File: src/rtl/load_store_unit.sv
// RV32I load/store unit: one outstanding access, lane steering, load extension
// and a bounded wait for mem_ack. All outputs come from registers.
module load_store_unit #(
    parameter int DATA_WIDTH = 32,
    parameter int TIMEOUT    = 255
) (
    input  logic                  clk,
    input  logic                  rst,
    input  logic                  req_valid,
    output logic                  req_ready,
    input  logic                  req_store,
    input  logic [2:0]            req_funct3,
    input  logic [DATA_WIDTH-1:0] req_addr,
    input  logic [DATA_WIDTH-1:0] req_wdata,
    output logic                  resp_valid,
    output logic                  resp_err,
    output logic [DATA_WIDTH-1:0] resp_rdata,
    output logic                  busy,
    output logic                  mem_req,
    output logic                  mem_we,
    output logic [DATA_WIDTH-1:0] mem_addr,
    output logic [3:0]            mem_be,
    output logic [DATA_WIDTH-1:0] mem_wdata,
    input  logic                  mem_ack,
    input  logic [DATA_WIDTH-1:0] mem_rdata
);

    typedef enum logic [1:0] {IDLE, ACCESS, RESP} state_t;

    state_t                state, state_n;
    logic [7:0]            cnt, cnt_n;
    logic [2:0]            funct3_q, funct3_n;
    logic [1:0]            off_q, off_n;
    logic                  store_q, store_n;
    logic                  resp_valid_n, resp_err_n, mem_req_n, mem_we_n;
    logic [DATA_WIDTH-1:0] resp_rdata_n, mem_addr_n, mem_wdata_n;
    logic [3:0]            mem_be_n;

    logic                  legal, misaligned;
    logic [3:0]            be_req;
    logic [DATA_WIDTH-1:0] wdata_req, load_data;
    logic [7:0]            byte_sel;
    logic [15:0]           half_sel;

    assign req_ready = (state == IDLE);
    assign busy      = (state != IDLE);

    // Request decode straight from the core-side inputs
    always_comb begin
        legal      = 1'b0;
        misaligned = 1'b0;
        be_req     = 4'b1111;
        wdata_req  = '0;
        if (req_store)
            legal = (req_funct3 == 3'b000) || (req_funct3 == 3'b001) || (req_funct3 == 3'b010);
        else
            legal = (req_funct3 == 3'b000) || (req_funct3 == 3'b001) || (req_funct3 == 3'b010) ||
                    (req_funct3 == 3'b100) || (req_funct3 == 3'b101);
        case (req_funct3[1:0])
            2'b01:   misaligned = req_addr[0];
            2'b10:   misaligned = (req_addr[1:0] != 2'b00);
            default: misaligned = 1'b0;
        endcase
        if (req_store) begin
            case (req_funct3[1:0])
                2'b00: begin
                    be_req    = 4'b0001 << req_addr[1:0];
                    wdata_req = {(DATA_WIDTH/8){req_wdata[7:0]}};
                end
                2'b01: begin
                    be_req    = req_addr[1] ? 4'b1100 : 4'b0011;
                    wdata_req = {(DATA_WIDTH/16){req_wdata[15:0]}};
                end
                default: begin
                    be_req    = 4'b1111;
                    wdata_req = req_wdata;
                end
            endcase
        end
    end

    // Load extraction uses the offset and size captured at accept
    always_comb begin
        byte_sel  = mem_rdata[{off_q, 3'b000} +: 8];
        half_sel  = mem_rdata[{off_q[1], 4'b0000} +: 16];
        case (funct3_q)
            3'b000:  load_data = {{(DATA_WIDTH-8){byte_sel[7]}}, byte_sel};
            3'b001:  load_data = {{(DATA_WIDTH-16){half_sel[15]}}, half_sel};
            3'b100:  load_data = {{(DATA_WIDTH-8){1'b0}}, byte_sel};
            3'b101:  load_data = {{(DATA_WIDTH-16){1'b0}}, half_sel};
            default: load_data = mem_rdata;
        endcase
    end

    always_comb begin
        state_n      = state;
        cnt_n        = cnt;
        funct3_n     = funct3_q;
        off_n        = off_q;
        store_n      = store_q;
        resp_valid_n = 1'b0;
        resp_err_n   = 1'b0;
        resp_rdata_n = '0;
        mem_req_n    = mem_req;
        mem_we_n     = mem_we;
        mem_addr_n   = mem_addr;
        mem_be_n     = mem_be;
        mem_wdata_n  = mem_wdata;
        case (state)
            IDLE: begin
                cnt_n = '0;
                if (req_valid) begin
                    funct3_n = req_funct3;
                    off_n    = req_addr[1:0];
                    store_n  = req_store;
                    if (!legal || misaligned) begin
                        state_n      = RESP;
                        resp_valid_n = 1'b1;
                        resp_err_n   = 1'b1;
                    end else begin
                        state_n     = ACCESS;
                        mem_req_n   = 1'b1;
                        mem_we_n    = req_store;
                        mem_addr_n  = {req_addr[DATA_WIDTH-1:2], 2'b00};
                        mem_be_n    = be_req;
                        mem_wdata_n = wdata_req;
                    end
                end
            end
            ACCESS: begin
                if (mem_ack) begin
                    state_n      = RESP;
                    mem_req_n    = 1'b0;
                    resp_valid_n = 1'b1;
                    resp_rdata_n = store_q ? '0 : load_data;
                end else if (cnt == 8'(TIMEOUT - 1)) begin
                    state_n      = RESP;
                    mem_req_n    = 1'b0;
                    resp_valid_n = 1'b1;
                    resp_err_n   = 1'b1;
                end else begin
                    cnt_n = cnt + 8'd1;
                end
            end
            RESP: begin
                state_n = IDLE;
                cnt_n   = '0;
            end
            default: state_n = IDLE;
        endcase
    end

    always_ff @(posedge clk or negedge rst) begin
        if (!rst) begin
            state      <= IDLE;
            cnt        <= '0;
            funct3_q   <= '0;
            off_q      <= '0;
            store_q    <= 1'b0;
            resp_valid <= 1'b0;
            resp_err   <= 1'b0;
            resp_rdata <= '0;
            mem_req    <= 1'b0;
            mem_we     <= 1'b0;
            mem_addr   <= '0;
            mem_be     <= '0;
            mem_wdata  <= '0;
        end else begin
            state      <= state_n;
            cnt        <= cnt_n;
            funct3_q   <= funct3_n;
            off_q      <= off_n;
            store_q    <= store_n;
            resp_valid <= resp_valid_n;
            resp_err   <= resp_err_n;
            resp_rdata <= resp_rdata_n;
            mem_req    <= mem_req_n;
            mem_we     <= mem_we_n;
            mem_addr   <= mem_addr_n;
            mem_be     <= mem_be_n;
            mem_wdata  <= mem_wdata_n;
        end
    end

endmodule

File: config.mk
export PLATFORM = sky130hd
export DESIGN_NAME = load_store_unit
export DESIGN_NICKNAME = d
export VERILOG_FILES = /design/src/rtl/load_store_unit.sv
export SDC_FILE = /design/constraint.sdc
export NUM_CORES = 1
export LEC_CHECK = 0
export BUFFER_PORTS_ARGS = -buffer_cell sky130_fd_sc_hd__buf_2
export CAP_MARGIN = 25
export CORE_MARGIN = 2
export CORE_UTILIZATION = 48
export DETAILED_ROUTE_END_ITERATION = 6
export GPL_ROUTABILITY_DRIVEN = 1
export PLACE_DENSITY = 0.78
export REMOVE_ABC_BUFFERS = 1
export SYNTH_ARGS = -nofsm -noshare
export SYNTH_HDL_FRONTEND = slang
export SYNTH_SLANG_ARGS = --single-unit
File: constraint.sdc
create_clock -name clk -period 1.98 [get_ports clk]
set_input_delay 0.099 -clock clk [delete_from_list [all_inputs] [get_ports clk]]
set_output_delay 0.099 -clock clk [all_outputs]
set_load 0.005 [all_outputs]
* Word level (Yosys, flattened, before mapping)
Index checks and enable logic that the tools add are counted.
Storage, ports and cells: flip-flop bits (word level) 118, input bits 104, output and inout bits 106, logic and storage cells 86
Operators by class: $add $sub $neg 1, eq/ne operators 17, shift operators 3, multiplexer cells 31, bitwise logic cells 1, reduce and logical (&&, ||, !) cells 20
Operators with widths (count):
- 32-bit two-way mux | 4
- 32-bit one-hot mux with 4 select lines | 1
- 32-bit one-hot mux with 2 select lines | 1
- 32-bit by 6-bit indexed part select with 16-bit output | 1
- 32-bit by 6-bit indexed part select with 8-bit output | 1
- 8-bit two-way mux | 2
- 8-bit one-hot mux with 2 select lines | 1
- 3-bit == test, second input constant | 4
- 1-bit two-way mux | 10
- 8-bit by 1-bit adder with 8-bit output, second input constant | 1
- 8-bit == test, second input constant | 1
- 2-bit two-way mux | 4
- 4-bit two-way mux | 2
- 2-bit != test, second input constant | 4
- 1-bit one-hot mux with 2 select lines | 4
- 4-bit one-hot mux with 2 select lines | 1
- 2-bit nonzero test | 4
- 3-bit by 1-bit == test with 1-bit output, second input constant | 2
- 3-bit zero test | 2
- 3-bit AND reduction | 2
- 1-bit logical OR | 5
- 2-bit by 1-bit == test with 1-bit output, second input constant | 2
- 2-bit == test, second input constant | 2
- 2-bit zero test | 2
- other kinds (9) | 10

* Depth between registers and ports, before layout
Gate-level depths: netlist of the first run.
word-level depth 11, gate-level depth with buffers 9, depth with buffers taken out 6

* Worst setup path before layout of the first run
OpenSTA, ideal clock, no wires.
kind register to register, start point register state[1], end point register mem_addr[10], library setup time 0.125 ns, arrival 1.665 ns, data required time 1.855 ns, path slack 0.190 ns, cell stages (with the launch flop) 7, path buffers 2, period minus slack after synthesis 1.790 ns, path through dfrtp_1 -> nor3b_4 -> and3_1 -> buf_4 -> nand2_4 -> buf_6 -> mux2_4
Between the ends: longest elaborated chain between the ends 2
RTL lines:
- from (decl) | RTL line 30 | state_t state, state_n;
- from (signal assigned) | RTL line 169 | state <= state_n;
- 2-bit zero test | RTL line 109 | case (state)
- 3-bit AND reduction (no line)
- to (signal assigned) | RTL line 179 | mem_addr <= mem_addr_n;
- to (decl) | RTL line 21 | output logic [DATA_WIDTH-1:0] mem_addr,
Every way passes these cells. A chain may end at the register's enable or synchronous reset.

* Worst setup path after layout of the first run
start point input req_funct3[0], end point register mem_addr[14]
Between the ends: longest elaborated chain between the ends 10, elaborated cells on any way between the ends 17, those cells by class eq/ne (6); mux (2); bitwise (1); reduce/logical (8)
RTL lines:
- from (decl) | RTL line 12 | input logic [2:0] req_funct3,
- 3-bit by 1-bit == test with 1-bit output / 3-bit zero test (equally long branches) | RTL line 55, 57
- 1-bit logical OR (2 in a row) | RTL line 55, 57
- 1-bit logical OR | RTL line 57 | legal = (req_funct3 == 3'b000) || (req_funct3 == 3'b001) || (req_funct3 == 3'b010) ||
- 1-bit logical OR | RTL line 58 | (req_funct3 == 3'b100) || (req_funct3 == 3'b101);
- 1-bit two-way mux | RTL line 54 | if (req_store)
- 1-bit zero test | RTL line 116 | if (!legal || misaligned) begin
- 1-bit logical OR * | RTL line 116
- 1-bit inverter (no line) *
- 3-bit AND reduction (no line) *
Every way passes the cells marked *; elsewhere a longest branch is shown, timed or not.

==> key figures, run 1 <==
Clock tree
  • Register clock-pin slew on the reported worst setup and hold paths: 0.06 ns
  • Root buf cell: sky130_fd_sc_hd__clkbuf_8
  • Clock latency of the later-clocked register in the worst-skew pair: 0.53 ns
  • CTS tree: built
  • Number of clock sinks seen by CTS: 118
  • CTS Buf Count: 17
  • Maximum clock insertion buffer count: 2
  • Post-CTS setup buffer count: 0
  • H-tree lvl count: 4

Die
  • Die height: 109 µm
  • Core region area: 10,800 µm²
  • Die W: 109 µm
  • Starting utilization of the core area: 49.1%
  • IO Count: 210
  • Number of placement rows: 38
  • Die area: 11,900 µm²

Critical path
  • Crit path arrival time: 2.27 ns
  • Data required, critical path: 2.39 ns
  • Startpoint kind of the worst setup timing path: input pin
  • Type of destination of the critical path: flop
  • Critical Path Fanout Max: 10
  • Kind of critical path: input pin to flop

Synthesis
  • Synthesized flop and latch total: 118
  • Yosys warnings: 0
  • Avg Inst Size Synth: 11.9 µm²
  • Post-synth design cell area: 5300 µm²
  • Number of distinct library cells after synthesis: 54
  • Top_reg_cell synth: sky130_fd_sc_hd__dfrtp_1
  • Number of enable-type register cells in the synthesized netlist: 0
  • Async set or reset register ratio after synthesis: 100%
  • Gate Count Post-Synth: 444
  • Sequential area share after synthesis: 55.8%

Timing
  • Fin. Hold Viols: 0
  • Unrepaired setup endpoints after global routing: false
  • Maximum clock frequency: 536 MHz
  • Min setup slack post-route: 0.115 ns
  • Final clock period utilization by the worst path: 94.2%
  • Final number of max-transition violations: 0
  • Clock skew after layout: 0.00907 ns
  • Relative max-transition margin: 66.0%
  • Actual transition at the worst max-transition pin: 0.504 ns
  • Final critical path time including I/O delays and setup: 1.87 ns
  • Final setup viols: 0

Global routing
  • Maximum number of pins on one net before global-route repair: 48
  • Gr busiest metal: met2
  • Antenna violations before repair: 1
  • Global routing usage on met3: 8.73%
  • Number of global-route vias before repair: 5,173
  • Global-route wire length before repair: 26,000 µm
  • Overall Global Routing Usage: 29.6%
  • GRT met2 Usage: 49.3%
  • Total gr overflow: 0
  • Met1 track demand over resource in global routing: 33.5%

Final layout
  • Fin nets: 880
  • Final std cell area, no fill: 8250 µm²
  • Commonest cells after routing, fill and taps aside: sky130_fd_sc_hd__buf_2, sky130_fd_sc_hd__dfrtp_1, sky130_fd_sc_hd__dlygate4sd3_1
  • Post-route core utilization: 76.5%
  • Final cell count without fillers: 925
  • Relative area change from synthesis to final layout: 55.9%
  • Commonest non-fill, non-tap cell in the layout: sky130_fd_sc_hd__buf_2
  • Share of cells above drive strength 1: 40.2%
  • Area taken by multi-input logic gates: 2170 µm²
  • Sequential cell area: 2950 µm²
  • Fillers: 651

Detailed routing
  • WL/cell: 18.4 µm
  • Iteration-0 DRC Markers: 330
  • TritonRoute pass-1 iters: 5
  • Routed vias: 5,044
  • Total length of routed wires: 17,100 µm
  • Number of design rule violations left after detail routing: 0
  • Via/cell ratio: 5.45
  • Count of nets left with antenna violations after detail routing: 0

Pwr
  • Share of total power in the clock network: 34.9%
  • Worst IR drop on VDD: 0.799 mV
  • Flop pwr share: 37.0%
  • Pint: 0.00654 W
  • Power density normalized to cell area: 1100 nW/µm²
  • Post-layout power: 0.00911 W
  • Proportion of total power due to net switching: 28.2%
  • Reported net switching power: 0.00256 W
  • Combinational fraction of design power: 28.0%
  • Leakage power total: 4.29 nW

Placed design
  • Post-DP HPWL: 10,500 µm
  • Worst slack after detailed placement: 0.0957 ns
  • Weighted congestion reported at the end of routability-driven placement: 0.864
  • Placed standard-cell area: 6600 µm²
  • # port buffers: 207
  • Placed instance count: 789

Run
  • Max Cap Violations: 0

Hold path
  • Type of the worst min-delay path: input pin to asynchronous set/reset pin

Outcome
  • Run status: finished, final reports clean
area by class of cell:
class | count | area share (%)
Clock inverter | 9 | 1.79
Antenna cell | 1 | 0.0303
Clock buffer | 23 | 5.65
Inverter | 8 | 0.364
Timing Repair Buffer | 335 | 28.0
Sequential cell | 118 | 35.8
Multi-Input combinational cell | 291 | 26.3
Tap cell | 140 | 2.12
critical path, cell delays in order:
cell and delay [ns]:
sky130_fd_sc_hd__dlygate4sd3_1 0.51, sky130_fd_sc_hd__buf_2 0.14, sky130_fd_sc_hd__inv_1 0.07, sky130_fd_sc_hd__ha_1 0.32
sky130_fd_sc_hd__o211ai_1 0.15, sky130_fd_sc_hd__and3_1 0.27, sky130_fd_sc_hd__nand2_4 0.16, sky130_fd_sc_hd__buf_4 0.23
sky130_fd_sc_hd__mux2_4 0.31
synthesized netlist by cell type (6+ instances only):
cell,count,area [µm²]
sky130_fd_sc_hd__or3_1,17,106
sky130_fd_sc_hd__a22oi_1,8,60.1
sky130_fd_sc_hd__a32o_1,16,160
sky130_fd_sc_hd__a21oi_1,10,50.1
sky130_fd_sc_hd__clkbuf_1,13,48.8
sky130_fd_sc_hd__a211oi_1,8,60.1
sky130_fd_sc_hd__mux2_4,26,390
sky130_fd_sc_hd__o21ai_0,6,30.0
sky130_fd_sc_hd__buf_2,7,35.0
sky130_fd_sc_hd__nor3_1,19,95.1
sky130_fd_sc_hd__mux2_2,15,169
sky130_fd_sc_hd__a22o_1,9,78.8
sky130_fd_sc_hd__o2bb2ai_1,8,70.1
sky130_fd_sc_hd__o22ai_1,8,50.1
sky130_fd_sc_hd__nand2_1,50,188
sky130_fd_sc_hd__inv_1,7,26.3
sky130_fd_sc_hd__mux2i_1,11,110
sky130_fd_sc_hd__dfrtp_1,118,2950
sky130_fd_sc_hd__nor2_1,29,109
path summary, 6_finish.rpt:
check,start,slack (ns),cells after the start,to
min,rst,0.1,2,mem_wdata[7]
max in group asynchronous,rst,1.23,3,state[0]
min in group clk,req_addr[24],0.33,3,mem_addr[24]
max,req_funct3[0],0.11,9,mem_addr[14]
min reg2reg,mem_wdata[19],0.49,1,mem_wdata[19]
max reg2reg,state[1],0.23,5,mem_addr[14]
what timing repair did:
action,in CTS,in global routing
endpoints found under the setup margin,0,8
hold endpoints to repair,188,0
resized for setup,0,1
hold buffers,103,0
kinds of logic (layout without fill, tap and decap cells):
| logic type | count (synthesis) | after routing | synth area share [%] |
|---|---|---|---|
| flip-flops | 118 | 118 | 55.8 |
| AND/OR/NAND/NOR | 143 | 143 | 13.5 |
| XOR/XNOR | 4 | 4 | 0.662 |
| AO/OA/AOI/OAI | 84 | 84 | 12.4 |
| other | 1 | 3 | 0.0708 |
| buffers and inverters | 36 | 375 | 3.36 |
| multiplexers | 53 | 53 | 13.1 |
| adder cells (fa/ha/maj) | 5 | 5 | 1.18 |
stage by stage:
step | TNS (ns) | hold WS (ns)
after floorplan | -12.24 | -0.197
after global placement | 0 | 0.0951
after detailed placement | 0 | 0.103
after CTS | 0 | 0.0842
after global routing | 0 | 0.115
final | 0 | 0.0976
registers in the layout (all words and copies together), names as in the netlist, 2 cells and up:
name,count
cnt,8
funct3_q,3
mem_addr,30
mem_be,4
mem_wdata,32
off_q,2
resp_rdata,32
state,2
routing by layer:
metal,part of all wire (%),up-vias
met1,37,2430
met4,4.7,0
met3,6.5,67
met2,51,289
li1,-,2258
met5,0,-
power groups by stage:
stage / logic, W / registers, W / clock network, W
after floorplan: 0.00115 / 0.00342 / 0
after global placement: 0.00227 / 0.00334 / 0
after detailed placement: 0.00235 / 0.00336 / 0
after CTS: 0.00252 / 0.00334 / 0.00323
after global routing: 0.00277 / 0.00343 / 0.00336
final: 0.00255 / 0.00337 / 0.00318
Note: power is estimated with default switching activity, not from simulation.
==> run 2, diff against run 1 <==
PLACE_DENSITY = 0.79   (was 0.78)
==> run 2 against run 1 <==
Worst setup slack better by 0.060 ns. Utilization is 0.75 points lower. Critical path depth stayed put. Non-clock buffer count stayed put. Sequential power hardly changed. Register-to-register slack worse by 0.02 ns. Clock power is 16% lower. Combinational power is 2% higher. Total power is 5.2% lower. Wire length is 2.8% higher. Hold slack worse by 0.056 ns. Global-route usage hardly changed. Highest routed layer unchanged.
==> key figures, run 2 (same netlist as run 1, synthesis figures left out) <==
Hold path
  • Source of the worst hold timing path: req_valid
  • Type of the worst min-delay path: input pin to flop (was input pin to asynchronous set/reset pin)
  • Cells on Worst Hold Path: 4
  • Worst Hold End: state[1]

Global routing
  • Number of global-route vias before repair: 5,263 (was 5,173)
  • Total gr overflow: 0 (unchanged)
  • Global-route wire length before repair: 26,200 µm (was 26,000 µm)
  • Maximum number of pins on one net before global-route repair: 78 (was 48)
  • Antenna violations before repair: 0 (was 1)
  • Overall Global Routing Usage: 29.6% (about the same)

Clock tree
  • Register clock-pin slew on the reported worst setup and hold paths: 0.06 ns (about the same)
  • CTS tree: built (unchanged)
  • Number of clock sinks seen by CTS: 118 (unchanged)
  • CTS Buf Count: 17 (unchanged)
  • Maximum clock insertion buffer count: 2 (unchanged)
  • H-tree lvl count: 4 (unchanged)
  • Clock latency of the later-clocked register in the worst-skew pair: 0.52 ns (was 0.53 ns)
  • Post-CTS setup buffer count: 0 (unchanged)
  • Root buf cell: sky130_fd_sc_hd__clkbuf_8 (unchanged)

Detailed routing
  • Number of design rule violations left after detail routing: 0 (unchanged)
  • Total length of routed wires: 17,500 µm (was 17,100 µm)
  • Iteration-0 DRC Markers: 279 (was 330)
  • Via/cell ratio: 5.52 (was 5.45)
  • Count of nets left with antenna violations after detail routing: 0 (unchanged)
  • Routed vias: 5,101 (was 5,044)
  • WL/cell: 19.0 µm (was 18.4 µm)
  • TritonRoute pass-1 iters: 5 (unchanged)

Critical path
  • Worst-case register-to-register setup slack: 0.21 ns (was 0.23 ns)
  • R2R Path Start: state[1] (unchanged)
  • RR Endpoint: mem_wdata[22] (was mem_addr[14])
  • Depth of the worst register-to-register path: 5 (unchanged)
  • Data required, critical path: 2.37 ns (was 2.39 ns)
  • Crit path arrival time: 2.20 ns (was 2.27 ns)
  • Type of destination of the critical path: flop (unchanged)
  • Critical Path Fanout Max: 18 (was 10)
  • Startpoint kind of the worst setup timing path: input pin (unchanged)
  • Kind of critical path: input pin to flop (unchanged)

Timing
  • Final clock period utilization by the worst path: 91.1% (was 94.2%)
  • Final setup viols: 0 (unchanged)
  • Fin. Hold Viols: 0 (unchanged)
  • Unrepaired setup endpoints after global routing: false (unchanged)
  • Final critical path time including I/O delays and setup: 1.80 ns (was 1.87 ns)
  • Final number of max-transition violations: 0 (unchanged)
  • Worst slack on hold paths: 0.0419 ns (was 0.0976 ns)
  • Maximum clock frequency: 554 MHz (was 536 MHz)
  • Clock skew after layout: 0.00987 ns (was 0.00907 ns)
  • Actual transition at the worst max-transition pin: 0.531 ns (was 0.504 ns)
  • Relative max-transition margin: 64.1% (was 66.0%)

Pwr
  • Power density normalized to cell area: 1060 nW/µm² (was 1100 nW/µm²)
  • Worst IR drop on VDD: 0.700 mV (was 0.799 mV)
  • Leakage power total: 4.23 nW (was 4.29 nW)

Final layout
  • Share of cells above drive strength 1: 40.4% (was 40.2%)
  • Area taken by multi-input logic gates: 2180 µm² (was 2170 µm²)
  • Post-route core utilization: 75.7% (was 76.5%)
  • Fillers: 651 (unchanged)
  • Relative area change from synthesis to final layout: 54.3% (was 55.9%)
  • Commonest non-fill, non-tap cell in the layout: sky130_fd_sc_hd__buf_2 (unchanged)
  • Largest registers ranked by flip-flop count: mem_wdata: 32 flops, resp_rdata: 32 flops, mem_addr: 30 flops (unchanged)
  • Sequential cell area: 2950 µm² (unchanged)
  • Fin nets: 880 (unchanged)
  • Commonest cells after routing, fill and taps aside: sky130_fd_sc_hd__buf_2, sky130_fd_sc_hd__dfrtp_1, sky130_fd_sc_hd__dlygate4sd3_1 (unchanged)

Placed design
  • Weighted congestion reported at the end of routability-driven placement: 0.869 (was 0.864)
  • Post-DP HPWL: 10,500 µm (about the same)
  • # port buffers: 207 (unchanged)

Die
  • IO Count: 210 (unchanged)
  • Die height: 109 µm (unchanged)
  • Number of placement rows: 38 (unchanged)
  • Core region area: 10,800 µm² (unchanged)
  • Starting utilization of the core area: 49.1% (unchanged)
  • Die area: 11,900 µm² (unchanged)
  • Die W: 109 µm (unchanged)

Run
  • Max Cap Violations: 0 (unchanged)

Outcome
  • Run status: finished, final reports clean (unchanged)
==> run 2: cell types whose count changed in the layout (fill, tap and decap cells not counted) <==
cell	before	now
sky130_fd_sc_hd__clkinvlp_4	1	6
sky130_fd_sc_hd__bufinv_16	4	0
sky130_fd_sc_hd__clkbuf_1	3	1
sky130_fd_sc_hd__clkbuf_8	4	2
sky130_fd_sc_hd__buf_12	4	5
sky130_fd_sc_hd__buf_4	22	21
sky130_fd_sc_hd__clkinv_4	0	1
sky130_fd_sc_hd__inv_6	0	1
sky130_fd_sc_hd__nor3_2	1	0
sky130_fd_sc_hd__nor3_4	0	1
==> run 2: through the flow <==
step | area [µm²] | std cells | setup slack [ns] | power (W) | setup TNS [ns]
after floorplan | 5150 | 417 | -0.323 | 0.00457 | -12.24
after global placement | 6620 | 789 | 0.239 | 0.00562 | 0
after detailed placement | 6620 | 789 | 0.127 | 0.00571 | 0
after CTS | 8160 | 923 | 0.145 | 0.00855 | 0
after global routing | 8170 | 923 | 0.0736 | 0.00904 | 0
final | 8170 | 924 | 0.175 | 0.00864 | 0
==> run 2: power breakdown <==
part | internal (W) | switching [W] | leakage (nW)
combinational | 0.00142 | 0.00117 | 2.46
clock | 0.00155 | 0.00110 | 0.238
sequential | 0.00299 | 0.000396 | 1.53
==> run 2: repair_timing <==
item / in CTS / in global routing
gates resized for setup: 0 / 2
hold buffers: 103 / 0
endpoints found under the hold margin: 224 / 0
endpoints found under the setup margin: 0 / 1
==> run 2: worst max-delay path by stage <==
stage / start / endpoint
after floorplan: req_funct3[1] / mem_addr[2]
after global placement: req_funct3[1] / mem_addr[3]
after detailed placement: req_funct3[1] / mem_addr[31]
after CTS: req_funct3[1] / mem_addr[31]
after global routing: state[1] / mem_wdata[22]
final: req_funct3[1] / mem_addr[31]
==> run 2: worst max-delay path: stages <==
cell                            delay (ns)
sky130_fd_sc_hd__dlygate4sd3_1        0.53
sky130_fd_sc_hd__buf_2                0.14
sky130_fd_sc_hd__inv_1                0.06
sky130_fd_sc_hd__ha_1                 0.31
sky130_fd_sc_hd__o211ai_1             0.13
sky130_fd_sc_hd__and3_1               0.23
sky130_fd_sc_hd__nand2_4              0.13
sky130_fd_sc_hd__buf_12               0.19
sky130_fd_sc_hd__mux2_2               0.36
==> run 2: cell type report <==
class,instances,share of cell area [%]
Multi-Input combinational cell,291,26.6
Sequential cell,118,36.1
Clock inverter,12,1.01
Timing Repair Buffer,335,28.4
Tap cell,140,2.14
Clock buffer,19,5.28
Antenna cell,1,0.0306
Inverter,8,0.367
==> run 2: metal layers <==
layer  vias to the layer above  wire length (µm)  part of all wire [%]  track usage [%]
met5                         -                 0                     0                0
li1                       2262                 -                     -                -
met3                        71               985                   5.6             5.44
met4                         0               832                   4.7             18.8
met1                      2500              6440                    37             32.4
met2                       268              9270                    53             52.5
==> run 3, diff against run 2 <==
CORE_UTILIZATION = 49   (was 48)
CTS_BUF_LIST = sky130_fd_sc_hd__clkbuf_16   (was not set)
PLACE_DENSITY = 0.81   (was 0.79)
==> run 3 against run 2 <==
First-iteration DRC count rose by 23%. Critical path type unchanged. Highest routed layer unchanged. Total power increased by 3.7%. Critical path depth unchanged. Critical endpoint is now mem_addr[10]. Utilization grew 1.2 points.
==> key figures, run 3 (same netlist as run 1, synthesis figures left out) <==
Final layout
  • Share of cells above drive strength 1: 41.3% (was 40.4%)
  • Commonest non-fill, non-tap cell in the layout: sky130_fd_sc_hd__buf_2 (unchanged)
  • Final std cell area, no fill: 8020 µm² (was 8170 µm²)
  • Fillers: 617 (was 651)
  • Largest registers ranked by flip-flop count: mem_wdata: 32 flops, resp_rdata: 32 flops, mem_addr: 30 flops (unchanged)
  • Relative area change from synthesis to final layout: 51.4% (was 54.3%)
  • Commonest cells after routing, fill and taps aside: sky130_fd_sc_hd__buf_2, sky130_fd_sc_hd__dfrtp_1, sky130_fd_sc_hd__dlygate4sd3_1 (unchanged)
  • Fin nets: 857 (was 880)

Detailed routing
  • Top routing layer used: met4 (unchanged)
  • WL/cell: 18.4 µm (was 19.0 µm)
  • Number of design rule violations left after detail routing: 0 (unchanged)
  • Met2 WL: 8460 µm (was 9270 µm)
  • Met3 wire length: 964 µm (was 985 µm)
  • Iteration-0 DRC Markers: 343 (was 279)
  • Total length of routed wires: 16,500 µm (was 17,500 µm)
  • Count of nets left with antenna violations after detail routing: 0 (unchanged)
  • Wire length the detailed router placed on met1: 6360 µm (was 6440 µm)
  • TritonRoute pass-1 iters: 5 (unchanged)
  • Routed vias: 4,925 (was 5,101)
  • Via/cell ratio: 5.48 (was 5.52)

Global routing
  • Antenna violations before repair: 2 (was 0)
  • Number of global-route vias before repair: 4,934 (was 5,263)
  • Overall Global Routing Usage: 28.8% (was 29.6%)
  • Total gr overflow: 0 (unchanged)
  • Global-route wire length before repair: 25,600 µm (was 26,200 µm)
  • Maximum number of pins on one net before global-route repair: 119 (was 78)

Clock tree
  • Root buf cell: sky130_fd_sc_hd__clkbuf_16 (was sky130_fd_sc_hd__clkbuf_8)
  • Clock latency of the later-clocked register in the worst-skew pair: 0.41 ns (was 0.52 ns)
  • Maximum clock insertion buffer count: 2 (unchanged)
  • Number of clock sinks seen by CTS: 118 (unchanged)
  • CTS Buf Count: 17 (unchanged)
  • CTS tree: built (unchanged)
  • Post-CTS setup buffer count: 0 (unchanged)
  • Register clock-pin slew on the reported worst setup and hold paths: 0.06 ns (about the same)
  • H-tree lvl count: 4 (unchanged)

Timing
  • Final number of max-transition violations: 0 (unchanged)
  • Clock skew after layout: 0.00803 ns (was 0.00987 ns)
  • Worst slack on hold paths: 0.0409 ns (was 0.0419 ns)
  • Final critical path time including I/O delays and setup: 1.96 ns (was 1.80 ns)
  • Fin. Hold Viols: 0 (unchanged)
  • Total negative setup slack: 0 ns (unchanged)
  • Final setup viols: 0 (unchanged)
  • Actual transition at the worst max-transition pin: 0.664 ns (was 0.531 ns)
  • Maximum clock frequency: 509 MHz (was 554 MHz)
  • Final clock period utilization by the worst path: 99.1% (was 91.1%)
  • Relative max-transition margin: 55.7% (was 64.1%)

Critical path
  • Type of destination of the critical path: flop (unchanged)
  • Largest incremental delay on the critical path: 0.55 ns (was 0.53 ns)
  • Critical Path Fanout Max: 14 (was 18)
  • Crit path arrival time: 2.25 ns (was 2.20 ns)
  • Startpoint kind of the worst setup timing path: input pin (unchanged)
  • Crit path max-delay family: buffers and inverters (unchanged)
  • Number of buffer and inverter instances along the worst setup path: 4 (unchanged)
  • Kind of critical path: input pin to flop (unchanged)
  • Data required, critical path: 2.26 ns (was 2.37 ns)
  • Slowest library cell on the worst path: sky130_fd_sc_hd__dlygate4sd3_1 (unchanged)
  • Chain of cells forming the critical path: dlygate4sd3_1, buf_2, inv_1, ha_2, o211ai_1, and3_4, nand2_4, buf_12, mux2_4 (was dlygate4sd3_1, buf_2, inv_1, ha_1, o211ai_1, and3_1, nand2_4, buf_12, mux2_2)

Pwr
  • Share of total power in the clock network: 34.0% (was 30.7%)
  • Combinational fraction of design power: 28.2% (was 30.0%)
  • Power density normalized to cell area: 1120 nW/µm² (was 1060 nW/µm²)
  • Proportion of total power due to net switching: 29.2% (was 30.9%)
  • Pint: 0.00634 W (was 0.00597 W)
  • Post-layout power: 0.00895 W (was 0.00864 W)
  • Flop pwr share: 37.8% (was 39.2%)
  • Reported net switching power: 0.00261 W (was 0.00267 W)
  • Leakage power total: 4.17 nW (was 4.23 nW)
  • Worst IR drop on VDD: 0.616 mV (was 0.700 mV)

Die
  • Core region area: 10,400 µm² (was 10,800 µm²)
  • Die W: 108 µm (was 109 µm)
  • IO Count: 210 (unchanged)
  • Number of placement rows: 37 (was 38)
  • Die area: 11,700 µm² (was 11,900 µm²)
  • Die height: 108 µm (was 109 µm)
  • Starting utilization of the core area: 50.8% (was 49.1%)

Placed design
  • Post-DP HPWL: 9880 µm (was 10,500 µm)
  • # port buffers: 207 (unchanged)
  • Placed standard-cell area: 6580 µm² (was 6620 µm²)
  • Weighted congestion reported at the end of routability-driven placement: 0.897 (was 0.869)

Hold path
  • Type of the worst min-delay path: input pin to flop (unchanged)

Run
  • Max Cap Violations: 0 (unchanged)

Outcome
  • Run status: finished, final reports clean (unchanged)
## run 3: changes by cell type in the layout (fill, tap and decap cells not counted), moves of 2 or more
cell                            change
sky130_fd_sc_hd__dlygate4sd3_1     -20
sky130_fd_sc_hd__bufinv_16          +3
sky130_fd_sc_hd__clkbuf_8           -2
sky130_fd_sc_hd__clkinv_1           +2
sky130_fd_sc_hd__clkinvlp_4         -2
sky130_fd_sc_hd__buf_4              -2
## run 3: repair_timing
item	in CTS	in global routing
hold buffers	83	0
hold endpoints to repair	201	0
setup endpoints to repair	0	30
gates resized for setup	0	4
## run 3: layer usage
metal / track usage [%] / vias to the layer above
met5: 0 / -
met4: 16.3 / 0
met3: 6.57 / 61
met2: 48.4 / 264
met1: 34.3 / 2382
li1: - / 2218
## run 3: final timing paths
kind	slack, ns	to	startpoint	depth (start not counted)
worst min register to register	0.47	mem_we	mem_we	1
worst min-delay path	0.04	mem_wdata[31]	req_wdata[31]	3
min in group asynchronous	0.29	mem_addr[24]	rst	3
max in group asynchronous	1.13	mem_wdata[5]	rst	3
worst max register to register	0.12	mem_wdata[19]	state[1]	5
worst max-delay path	0.02	mem_addr[10]	req_funct3[1]	9
## run 3: worst min-delay path, cell delays in order
cell	delay (ns)
sky130_fd_sc_hd__buf_2	0.07
sky130_fd_sc_hd__or3_1	0.09
sky130_fd_sc_hd__a32o_1	0.15
## run 3: metrics by stage
stage,utilization (%),setup WS (ns),std cells
finish,77.0,0.0172,899
global route,77.0,-0.0441,899
CTS,76.8,0.0283,897
detailed placement,63.1,0.146,782
global placement,63.1,0.264,782
floorplan,-,-0.323,417
## run 3: power by group through the flow
stage          sequential, W  clock, W  combinational (W)
4_1_cts              0.00334   0.00307            0.00246
5_1_grt              0.00344   0.00322            0.00273
3_3_place_gp         0.00334         0            0.00225
3_5_place_dp         0.00337         0            0.00231
2_1_floorplan        0.00342         0            0.00115
6_report             0.00338   0.00305            0.00252
## run 3: cell type report
cell class	count	area [µm²]	share of cell area, %
clock inverters	15	164	2.04
clock buffers	17	425	5.31
flip-flops and latches	118	2950	36.8
multi-input cells	291	2180	27.3
diodes	2	5.00	0.0624
well taps	136	170	2.12
inverters	8	30.0	0.375
repair buffers	312	2080	26.0
